## src/rtl/mux2to1_sele.sv

```systemverilog
// Write-back data selector for the data-memory stage.
// Picks ALU result / address or load-formatted read data for the register file,
// and also presents that value in registered form with a valid flag.
module mux2to1_sele #(
  parameter int unsigned           AWIDTH  = 32,
  parameter logic [AWIDTH-1:0]     RST_VAL = '0
) (
  input  logic              clk,
  input  logic              rst,
  input  logic [AWIDTH-1:0] Addr,
  input  logic [AWIDTH-1:0] ReaDat,
  input  logic              MS2,
  input  logic [2:0]        LdType,
  input  logic              En,
  output logic [AWIDTH-1:0] WD,
  output logic [AWIDTH-1:0] WD_q,
  output logic              WD_vld,
  output logic              Misalign
);

  // Lane extraction below assumes at least a 32-bit word.
  if (AWIDTH < 32) begin : g_width_check
    $error("mux2to1_sele: AWIDTH must be >= 32");
  end

  localparam logic [2:0] LdLw  = 3'b000;
  localparam logic [2:0] LdLh  = 3'b001;
  localparam logic [2:0] LdLhu = 3'b010;
  localparam logic [2:0] LdLb  = 3'b011;
  localparam logic [2:0] LdLbu = 3'b100;

  logic [7:0]        w_byte;
  logic [15:0]       w_half;
  logic [AWIDTH-1:0] w_load;
  logic              w_load_mis;
  logic [AWIDTH-1:0] r_wd_q;
  logic              r_wd_vld;

  // Little-endian lane selection; Addr[0] does not affect the halfword lane.
  always_comb begin
    w_byte = ReaDat[7:0];
    unique case (Addr[1:0])
      2'b00: w_byte = ReaDat[7:0];
      2'b01: w_byte = ReaDat[15:8];
      2'b10: w_byte = ReaDat[23:16];
      2'b11: w_byte = ReaDat[31:24];
      default: w_byte = ReaDat[7:0];
    endcase
    w_half = Addr[1] ? ReaDat[31:16] : ReaDat[15:0];
  end

  // Load formatting and misalignment; unused codes 101-111 behave as LW.
  always_comb begin
    w_load     = ReaDat;
    w_load_mis = (Addr[1:0] != 2'b00);
    case (LdType)
      LdLh: begin
        w_load     = {{(AWIDTH-16){w_half[15]}}, w_half};
        w_load_mis = Addr[0];
      end
      LdLhu: begin
        w_load     = {{(AWIDTH-16){1'b0}}, w_half};
        w_load_mis = Addr[0];
      end
      LdLb: begin
        w_load     = {{(AWIDTH-8){w_byte[7]}}, w_byte};
        w_load_mis = 1'b0;
      end
      LdLbu: begin
        w_load     = {{(AWIDTH-8){1'b0}}, w_byte};
        w_load_mis = 1'b0;
      end
      LdLw: begin
        w_load     = ReaDat;
        w_load_mis = (Addr[1:0] != 2'b00);
      end
      default: begin
        w_load     = ReaDat;
        w_load_mis = (Addr[1:0] != 2'b00);
      end
    endcase
  end

  // Final select; an unknown MS2 propagates X rather than favouring a source.
  always_comb begin
    WD       = 'x;
    Misalign = 1'bx;
    case (MS2)
      1'b0: begin
        WD       = Addr;
        Misalign = 1'b0;
      end
      1'b1: begin
        WD       = w_load;
        Misalign = w_load_mis;
      end
      default: begin
        WD       = 'x;
        Misalign = 1'bx;
      end
    endcase
  end

  // Registered write-back copy; valid only for the cycle after an enabled capture.
  always_ff @(posedge clk or posedge rst) begin
    if (rst) begin
      r_wd_q   <= RST_VAL;
      r_wd_vld <= 1'b0;
    end else begin
      if (En) begin
        r_wd_q <= WD;
      end
      r_wd_vld <= En;
    end
  end

  assign WD_q   = r_wd_q;
  assign WD_vld = r_wd_vld;

endmodule

```

## config.mk

```make
export PLATFORM = sky130hd
export DESIGN_NAME = mux2to1_sele
export DESIGN_NICKNAME = d
export VERILOG_FILES = /design/src/rtl/mux2to1_sele.sv
export SDC_FILE = /design/constraint.sdc
export NUM_CORES = 1
export LEC_CHECK = 0
export ABC_AREA = 1
export BUFFER_PORTS_ARGS = -buffer_cell sky130_fd_sc_hd__buf_2
export CAP_MARGIN = 20
export CORE_ASPECT_RATIO = 0.9
export CORE_MARGIN = 10
export CORE_UTILIZATION = 40
export CTS_CLUSTER_DIAMETER = 50
export DETAILED_ROUTE_END_ITERATION = 7
export PLACE_DENSITY_LB_ADDON = 0.08
export SYNTH_ARGS = -nofsm -noshare
export SYNTH_HDL_FRONTEND = slang
export SYNTH_SLANG_ARGS = --single-unit
```

## constraint.sdc

```tcl
create_clock -name clk -period 1.8 [get_ports clk]
set_input_delay 0.18 -clock clk [delete_from_list [all_inputs] [get_ports clk]]
set_output_delay 0.18 -clock clk [all_outputs]
set_load 0.005 [all_outputs]
```

; ---- Word-level counts from Yosys, hierarchy flattened
; Cells that the tools add are included.
[op_classes]
reduce_logical = 4
n_bitwise = 1
n_mux = 6
n_eq_ne = 7
[op_table]
columns = op, n
row1 = 32-bit case mux with 4 select lines, 1
row2 = 32-bit case mux with 2 select lines, 1
row3 = 8-bit case mux with 4 select lines, 1
row4 = 16-bit two-way mux, 1
row5 = 3-bit by 2-bit == test with 1-bit output (second input constant), 2
row6 = 2-bit == test (second input constant), 2
row7 = 1-bit case mux with 2 select lines, 2
row8 = 2-bit OR reduction, 2
row9 = 3-bit by 1-bit == test with 1-bit output (second input constant), 1
row10 = 3-bit == test (second input constant), 1
row11 = 2-bit by 1-bit == test with 1-bit output (second input constant), 1
row12 = 2-bit zero test, 1
row13 = 2-bit nonzero test, 1
row14 = 1-bit NOT, 1
[totals]
register_bits = 33
inputBits = 71
wordCells = 20

; ---- Longest topological paths before layout
; Gate-level depths: netlist of the first run.
[depth]
depth_word = 4
mapped_depth = 11

; ---- Least setup slack after synthesis of the first run
; Ideal clock, no wire load.
[synth_path]
path_type = input port to output port
from = input port Addr[1]
to = output port WD[22]
stages = 9
t_arrival_ns = 1.081
required_ns = 1.620
setup_slack_ns = 0.539
path_buffers = 2
cell_sequence = buf_6 -> inv_4 -> nand2_1 -> nand3_2 -> nand3b_4 -> nand2_2 -> inv_2 -> buf_2 -> a31oi_1
[synth_between]
elab_chain_cells = 4
word_cells_on_any_way = 8
cone_classes = 3 x eq/ne / 4 x mux / 1 x reduce/logical
[synth_lines]
columns = item, line
row1 = start: declaration, 10  ; input logic [AWIDTH-1:0] Addr,
row2 = "2-bit == test, or another cell as far along", 42  ; unique case (Addr[1:0])
row3 = 8-bit case mux with 4 select lines, 42
row4 = 32-bit case mux with 4 select lines *, 56  ; case (LdType)
row5 = 32-bit case mux with 2 select lines *, 88  ; case (MS2)
row6 = end: declaration, 15  ; output logic [AWIDTH-1:0] WD,
; Every way passes the cells marked *; elsewhere a longest branch is shown, timed or not.

; ---- Final worst setup path of the first run
[layout_path]
from = input port Addr[1]
to = output port WD[31]
; The elaborated chain is that of the path after synthesis.

==> results of run 1 <==
[path summary, 6_finish.rpt]
kind / from / to / slack [ns] / depth (start not counted)
worst min-delay path: En / WD_vld / 0.19 / 1
max in group asynchronous: rst / WD_q[14] / 0.95 / 4
worst max register to register: WD_q[31] / WD_q[31] / 1.17 / 2
worst min register to register: WD_q[27] / WD_q[27] / 0.48 / 2
min in group asynchronous: rst / WD_q[28] / 0.52 / 4
worst max-delay path: Addr[1] / WD[31] / 0.14 / 9
[power by group]
group	leakage, uW	switching [uW]	internal, uW
sequential	0.000401	43.2	830
combinational	0.00160	486	348
clock	0.0000364	316	272
[metrics by stage]
stage                     setup WS (ns)  hold slack (ns)
after global placement            0.160            0.299
after global routing             0.0158            0.185
after CTS                         0.141            0.187
final                             0.144            0.189
after detailed placement          0.147            0.308
after floorplan                   0.539            0.211
[layout make-up]
class,instances,area share [%]
Antenna cell,1,0.0710
Sequential cell,33,23.4
Timing Repair Buffer,152,22.8
Multi-Input combinational cell,326,43.7
Tap cell,90,3.20
Inverter,39,4.23
Clock inverter,3,0.639
Clock buffer,5,1.95
[flip-flops by register name, summed over array words and instances (netlist names)]
name	count
WD_vld	1
WD_q	32
[cells by family (layout without fill, tap and decap cells)]
group                  Yosys count  in the layout  synth area share [%]
AO/OA/AOI/OAI                   49             49                  11.5
buffers and inverters           66            199                  11.9
flip-flops                      33             33                  30.8
other                            0              1                     0
AND/OR/NAND/NOR                277            277                  45.9
[cell usage after synthesis]
cell,instances,area share [%]
sky130_fd_sc_hd__a21oi_2,3,0.98
sky130_fd_sc_hd__nand3b_1,9,2.5
sky130_fd_sc_hd__nor2_2,1,0.23
sky130_fd_sc_hd__clkbuf_1,10,1.4
sky130_fd_sc_hd__nor2_8,1,0.75
sky130_fd_sc_hd__nand3_1,58,11
sky130_fd_sc_hd__dfrtp_1,33,31
sky130_fd_sc_hd__inv_2,2,0.28
sky130_fd_sc_hd__a31oi_1,25,5.8
sky130_fd_sc_hd__inv_4,1,0.23
sky130_fd_sc_hd__nand3_2,4,1.5
sky130_fd_sc_hd__a211oi_1,1,0.28
sky130_fd_sc_hd__o211ai_1,7,2.0
sky130_fd_sc_hd__inv_1,36,5.0
sky130_fd_sc_hd__nand2_2,4,0.93
sky130_fd_sc_hd__buf_8,1,0.56
sky130_fd_sc_hd__buf_2,7,1.3
sky130_fd_sc_hd__nand2_4,2,0.84
sky130_fd_sc_hd__nand3b_4,1,0.75
sky130_fd_sc_hd__buf_4,1,0.28
sky130_fd_sc_hd__a21oi_1,13,2.4
sky130_fd_sc_hd__buf_6,6,2.5
sky130_fd_sc_hd__nand2_1,171,24
sky130_fd_sc_hd__buf_1,2,0.28
sky130_fd_sc_hd__nor2_1,26,3.6
[timing repair]
item	4_1_cts	5_1_grt
endpoints found under the hold margin	19	0
hold buffers	1	0
buffers inserted	0	3
setup endpoints to repair	0	2
[metal layers]
metal | global-route usage [%] | vias to the layer above | routed length (um)
met5 | 0 | - | 0
li1 | - | 1639 | -
met1 | 23.2 | 1445 | 4310
met2 | 30.9 | 94 | 4750
met3 | 5.37 | 4 | 742
met4 | 3.33 | 0 | 68
==> run_summary.xml, run 1 <==
<?xml version="1.0" encoding="UTF-8"?>
<metrics>
  <group name="run_status">
    <metric name="outcome" unit="">finished, final reports clean</metric>
  </group>
  <group name="clocking">
    <metric name="cts_tree" unit="">built</metric>
    <metric name="clkSinkCount" unit="">33</metric>
    <metric name="cts.clk_slew.worst_paths" unit="ns">0.08</metric>
    <metric name="cts-resized-gates" unit="">0</metric>
    <metric name="h_tree_lvls" unit="">2</metric>
    <metric name="tritoncts.num_buffers" unit="">5</metric>
    <metric name="ctsLongestPathBuffers" unit="">2</metric>
    <metric name="cts.root.buffer_cell" unit="">sky130_fd_sc_hd__clkbuf_8</metric>
    <metric name="worst_skew_late_latency" unit="ns">0.29</metric>
  </group>
  <group name="drt">
    <metric name="route.detailed.vias_per_inst" unit="">4.90</metric>
    <metric name="routedWlPerCell" unit="um">15.2</metric>
    <metric name="route.vias.total" unit="">3182</metric>
    <metric name="postRouteAntennaNets" unit="">0</metric>
    <metric name="drc" unit="">0</metric>
    <metric name="drt-total-wl" unit="um">9870</metric>
    <metric name="drt-pass1-iter-count" unit="">4</metric>
    <metric name="drt_first_iter_violations" unit="">161</metric>
  </group>
  <group name="logic_synthesis">
    <metric name="synth_fp_nets" unit="">496</metric>
    <metric name="ys_types" unit="">25</metric>
    <metric name="seq_area_frac_synth" unit="%">30.8</metric>
    <metric name="yosys_register_bits" unit="">33</metric>
    <metric name="syn-cell-area" unit="um^2">2680</metric>
    <metric name="synthesis.area_per_instance" unit="um^2">6.31</metric>
    <metric name="post_synthesis_instance_total" unit="">425</metric>
    <metric name="yosys_warnings" unit="">0</metric>
  </group>
  <group name="setup_path">
    <metric name="cp_slowest_stage_delay" unit="ns">0.34</metric>
    <metric name="crit_buf_inv" unit="">4</metric>
    <metric name="crit_path_cell_trace" unit="">buf_2, inv_4, nand2_1, nand3_2, nand3b_4, nand2_2, inv_2, a31oi_1, buf_2</metric>
    <metric name="timing.critical_path.to_type" unit="">output port</metric>
    <metric name="worst-setup-path-type" unit="">input port to output port</metric>
    <metric name="crit_required" unit="ns">1.62</metric>
    <metric name="timing.critical_path.max_delay_family" unit="">buffers and inverters</metric>
    <metric name="cp_slowest_cell" unit="">sky130_fd_sc_hd__inv_2</metric>
    <metric name="worst_ep_arrival_time" unit="ns">1.48</metric>
    <metric name="path_common_cell" unit="">sky130_fd_sc_hd__buf_2</metric>
    <metric name="path_max_fanout" unit="">31</metric>
    <metric name="start_kind" unit="">input port</metric>
  </group>
  <group name="global_route">
    <metric name="grt_overflow" unit="">0</metric>
    <metric name="grt_start_max_net_pins" unit="">45</metric>
    <metric name="grt_antenna_before_repair" unit="">0</metric>
    <metric name="gr-usage-all-layers" unit="%">18.5</metric>
    <metric name="grt_first_pass_wirelength" unit="um">16100</metric>
    <metric name="number_of_global_route_vias_before_repair" unit="">3209</metric>
  </group>
  <group name="die">
    <metric name="die_height" unit="um">97.7</metric>
    <metric name="initial_utilization" unit="%">41.0</metric>
    <metric name="top_level_ports" unit="">137</metric>
    <metric name="dieWidth" unit="um">106</metric>
    <metric name="die-area" unit="um^2">10400</metric>
    <metric name="row_count" unit="">28</metric>
    <metric name="core_box_area" unit="um^2">6550</metric>
  </group>
  <group name="flow_run">
    <metric name="maxCapViolations" unit="">0</metric>
  </group>
  <group name="finish">
    <metric name="layout-drive-gt1-share" unit="%">31.9</metric>
    <metric name="fillerInstances" unit="">744</metric>
    <metric name="final_net_count" unit="">628</metric>
    <metric name="finish.cell_count_without_fillers" unit="">649</metric>
    <metric name="layout.cells.most_common" unit="">sky130_fd_sc_hd__nand2_1</metric>
    <metric name="layout.area.seq" unit="um^2">826</metric>
    <metric name="stdcell_area" unit="um^2">3520</metric>
    <metric name="utilization" unit="%">53.8</metric>
    <metric name="area_growth" unit="%">31.3</metric>
    <metric name="commonest_cells_after_routing_fill_and_taps_aside" unit="">171 x sky130_fd_sc_hd__nand2_1, 136 x sky130_fd_sc_hd__buf_2, 58 x sky130_fd_sc_hd__nand3_1</metric>
    <metric name="multiInputGateArea" unit="um^2">1540</metric>
  </group>
  <group name="timing">
    <metric name="max_freq" unit="GHz">0.604</metric>
    <metric name="post_layout_minimum_cycle_time" unit="ns">1.66</metric>
    <metric name="grt_setup_unrepaired" unit="">no</metric>
    <metric name="timing_max_transition_violations_final" unit="">0</metric>
    <metric name="maxSlewHeadroom" unit="%">69.0</metric>
    <metric name="timing.setup.tns" unit="ns">0</metric>
    <metric name="final.period_utilization" unit="%">92.0</metric>
    <metric name="setup_viol" unit="">0</metric>
    <metric name="tightest_slew" unit="ns">0.464</metric>
    <metric name="worst_clock_skew" unit="ns">0</metric>
    <metric name="report.final.hold_viol_count" unit="">0</metric>
  </group>
  <group name="power">
    <metric name="vdd.ir_drop.worst" unit="V">0.000381</metric>
    <metric name="pwr_density_cell" unit="nW/um^2">651</metric>
    <metric name="p_total" unit="uW">2290</metric>
    <metric name="leakagePower" unit="uW">0.00204</metric>
  </group>
  <group name="placed_design">
    <metric name="io_buffer_count" unit="">136</metric>
    <metric name="gpl.final_weighted_congestion" unit="">0.829</metric>
    <metric name="dp_cells" unit="">636</metric>
    <metric name="dp_hpwl" unit="um">7700</metric>
    <metric name="placed_cell_area" unit="um^2">3400</metric>
  </group>
  <group name="worst_hold_path">
    <metric name="hold_class" unit="">input port to flip-flop</metric>
  </group>
</metrics>
No activity file was read; power rests on OpenSTA's default activity.
==> inputs of run 2 (changes only) <==
--- a/config.mk
+++ b/config.mk
@@ -8,7 +8,7 @@
 export ABC_AREA = 1
 export BUFFER_PORTS_ARGS = -buffer_cell sky130_fd_sc_hd__buf_2
 export CAP_MARGIN = 20
-export CORE_ASPECT_RATIO = 0.9
+export CORE_ASPECT_RATIO = 1.1
 export CORE_MARGIN = 10
 export CORE_UTILIZATION = 40
 export CTS_CLUSTER_DIAMETER = 50
==> constraint.sdc (replaced) <==
create_clock -name clk -period 1.8 [get_ports clk]
set_input_delay 0.18 -clock clk [delete_from_list [all_inputs] [get_ports clk]]
set_output_delay 0.18 -clock clk [all_outputs]
set_load 0.02 [all_outputs]
==> run 2 against run 1 <==
Sequential power barely moved; critical path type unchanged; global-route usage fell by 0.27 points; highest routed layer unchanged; combinational power is 26% higher.
==> run_summary.xml, run 2 (same netlist as run 1, synthesis figures left out) <==
<?xml version="1.0" encoding="UTF-8"?>
<metrics>
  <group name="drt">
    <metric name="postRouteAntennaNets" unit="">0</metric>
    <metric name="route.detailed.vias_per_inst" unit="">4.95</metric>
    <metric name="route.vias.total" unit="">3166</metric>
    <metric name="drt-pass1-iter-count" unit="">4</metric>
    <metric name="drc" unit="">0</metric>
    <metric name="drt-total-wl" unit="um">9820</metric>
    <metric name="drt_first_iter_violations" unit="">120</metric>
    <metric name="routedWlPerCell" unit="um">15.3</metric>
  </group>
  <group name="clocking">
    <metric name="cts_tree" unit="">built</metric>
    <metric name="cts.root.buffer_cell" unit="">sky130_fd_sc_hd__clkbuf_8</metric>
    <metric name="cts.clk_slew.worst_paths" unit="ns">0.08</metric>
    <metric name="ctsLongestPathBuffers" unit="">2</metric>
    <metric name="post_cts.repair.setup_buffers" unit="">0</metric>
    <metric name="worst_skew_late_latency" unit="ns">0.28</metric>
    <metric name="h_tree_lvls" unit="">2</metric>
    <metric name="clkSinkCount" unit="">33</metric>
    <metric name="tritoncts.num_buffers" unit="">5</metric>
  </group>
  <group name="placed_design">
    <metric name="dp_cells" unit="">631</metric>
    <metric name="io_buffer_count" unit="">136</metric>
    <metric name="dp_hpwl" unit="um">7870</metric>
    <metric name="gpl.final_weighted_congestion" unit="">0.810</metric>
  </group>
  <group name="global_route">
    <metric name="grt_antenna_before_repair" unit="">0</metric>
    <metric name="number_of_global_route_vias_before_repair" unit="">3253</metric>
    <metric name="grt_start_max_net_pins" unit="">58</metric>
    <metric name="grt_first_pass_wirelength" unit="um">15800</metric>
    <metric name="gr-usage-all-layers" unit="%">18.2</metric>
    <metric name="grt_overflow" unit="">0</metric>
  </group>
  <group name="die">
    <metric name="die-area" unit="um^2">10400</metric>
    <metric name="die_height" unit="um">106</metric>
    <metric name="dieWidth" unit="um">98.1</metric>
    <metric name="initial_utilization" unit="%">40.9</metric>
    <metric name="core_box_area" unit="um^2">6560</metric>
    <metric name="row_count" unit="">31</metric>
    <metric name="top_level_ports" unit="">137</metric>
  </group>
  <group name="setup_path">
    <metric name="r2r-start" unit="">WD_q[11]</metric>
    <metric name="start_kind" unit="">input port</metric>
    <metric name="crit_required" unit="ns">1.62</metric>
    <metric name="worst-setup-path-type" unit="">input port to output port</metric>
    <metric name="rr_worst_depth" unit="">2</metric>
    <metric name="worst_ep_arrival_time" unit="ns">1.45</metric>
    <metric name="timing.critical_path.to_type" unit="">output port</metric>
    <metric name="reg2reg_slack" unit="ns">1.18</metric>
    <metric name="path_max_fanout" unit="">15</metric>
    <metric name="reg2reg_to" unit="">WD_q[11]</metric>
  </group>
  <group name="timing">
    <metric name="post_layout_minimum_cycle_time" unit="ns">1.63</metric>
    <metric name="worst_clock_skew" unit="ns">0</metric>
    <metric name="timing_max_transition_violations_final" unit="">0</metric>
    <metric name="setup_viol" unit="">0</metric>
    <metric name="max_freq" unit="GHz">0.612</metric>
    <metric name="grt_setup_unrepaired" unit="">no</metric>
    <metric name="final.period_utilization" unit="%">90.8</metric>
    <metric name="maxSlewHeadroom" unit="%">69.6</metric>
    <metric name="timing.setup.tns" unit="ns">0</metric>
    <metric name="report.final.hold_viol_count" unit="">0</metric>
    <metric name="tightest_slew" unit="ns">0.457</metric>
  </group>
  <group name="worst_hold_path">
    <metric name="timing.hold.worst.start" unit="">Addr[13]</metric>
    <metric name="hold_class" unit="">input port to flip-flop</metric>
    <metric name="whs_endpoint" unit="">WD_q[13]</metric>
    <metric name="min_path_cells" unit="">5</metric>
  </group>
  <group name="run_status">
    <metric name="outcome" unit="">finished, final reports clean</metric>
  </group>
  <group name="finish">
    <metric name="antenna-diode-count" unit="">0</metric>
    <metric name="final_net_count" unit="">628</metric>
    <metric name="largest_register_ff_count" unit="">32</metric>
    <metric name="layout.cells.most_common" unit="">sky130_fd_sc_hd__nand2_1</metric>
    <metric name="finish.cell_count_without_fillers" unit="">640</metric>
    <metric name="commonest_cells_after_routing_fill_and_taps_aside" unit="">171 x sky130_fd_sc_hd__nand2_1, 136 x sky130_fd_sc_hd__buf_2, 58 x sky130_fd_sc_hd__nand3_1</metric>
    <metric name="area_growth" unit="%">31.9</metric>
    <metric name="layout-drive-gt1-share" unit="%">31.7</metric>
  </group>
  <group name="power">
    <metric name="pwr_density_cell" unit="nW/um^2">701</metric>
    <metric name="p_total" unit="uW">2480</metric>
    <metric name="vdd.ir_drop.worst" unit="V">0.000320</metric>
    <metric name="leakagePower" unit="uW">0.00206</metric>
  </group>
  <group name="flow_run">
    <metric name="maxCapViolations" unit="">0</metric>
  </group>
</metrics>
## run 2: metal layers
metal / vias to the layer above / routed length [um] / GRT usage [%]
met2: 97 / 4820 / 31.8
met1: 1419 / 4120 / 21.6
li1: 1640 / - / -
met4: 0 / 120 / 4.16
met3: 10 / 752 / 5.05
met5: - / 0 / 0
## run 2: area by class of cell
cell class,instances,area (um^2)
Clock buffer,6,72.6
Multi-Input combinational cell,326,1540
Tap cell,82,103
Timing Repair Buffer,152,841
Inverter,39,149
Sequential cell,33,826
Fill cell,727,3020
Clock inverter,2,10.0
## run 2: what timing repair did
item	CTS	global route
hold buffers	1	0
endpoints found under the hold margin	33	0
resized for setup	0	0
## run 2: through the flow
step	area, um^2	utilization, %	hold WS (ns)	setup slack, ns
global placement	3450	52.6	0.299	0.211
global route	3540	54.0	0.212	0.0269
CTS	3540	54.0	0.186	0.177
floorplan	2680	-	0.211	0.322
detailed placement	3450	52.6	0.306	0.184
finish	3540	54.0	0.198	0.165
## run 2: report_power, final
group | switching (uW) | internal [uW]
clock network | 292 | 268
registers | 45.3 | 830
logic | 678 | 369
total | 1020 | 1470
## run 2: critical path, stage by stage
cell                       delay [ns]
sky130_fd_sc_hd__buf_2           0.18
sky130_fd_sc_hd__nand2_1         0.11
sky130_fd_sc_hd__nand3_2         0.12
sky130_fd_sc_hd__nand3b_4        0.14
sky130_fd_sc_hd__nand2_2         0.09
sky130_fd_sc_hd__inv_2           0.08
sky130_fd_sc_hd__buf_4           0.19
sky130_fd_sc_hd__a31oi_1         0.16
sky130_fd_sc_hd__buf_2           0.20
## run 2: how the worst max path moves through the flow
stage,endpoint,from,slack (ns),cells after the start
2_1_floorplan,WD[22],Addr[1],0.32,9
3_3_place_gp,WD[7],LdType[1],0.21,9
3_5_place_dp,WD[29],Addr[1],0.18,10
4_1_cts,WD[31],Addr[1],0.18,10
5_1_grt,WD[22],Addr[1],0.03,10
6_report,WD[29],Addr[1],0.17,9
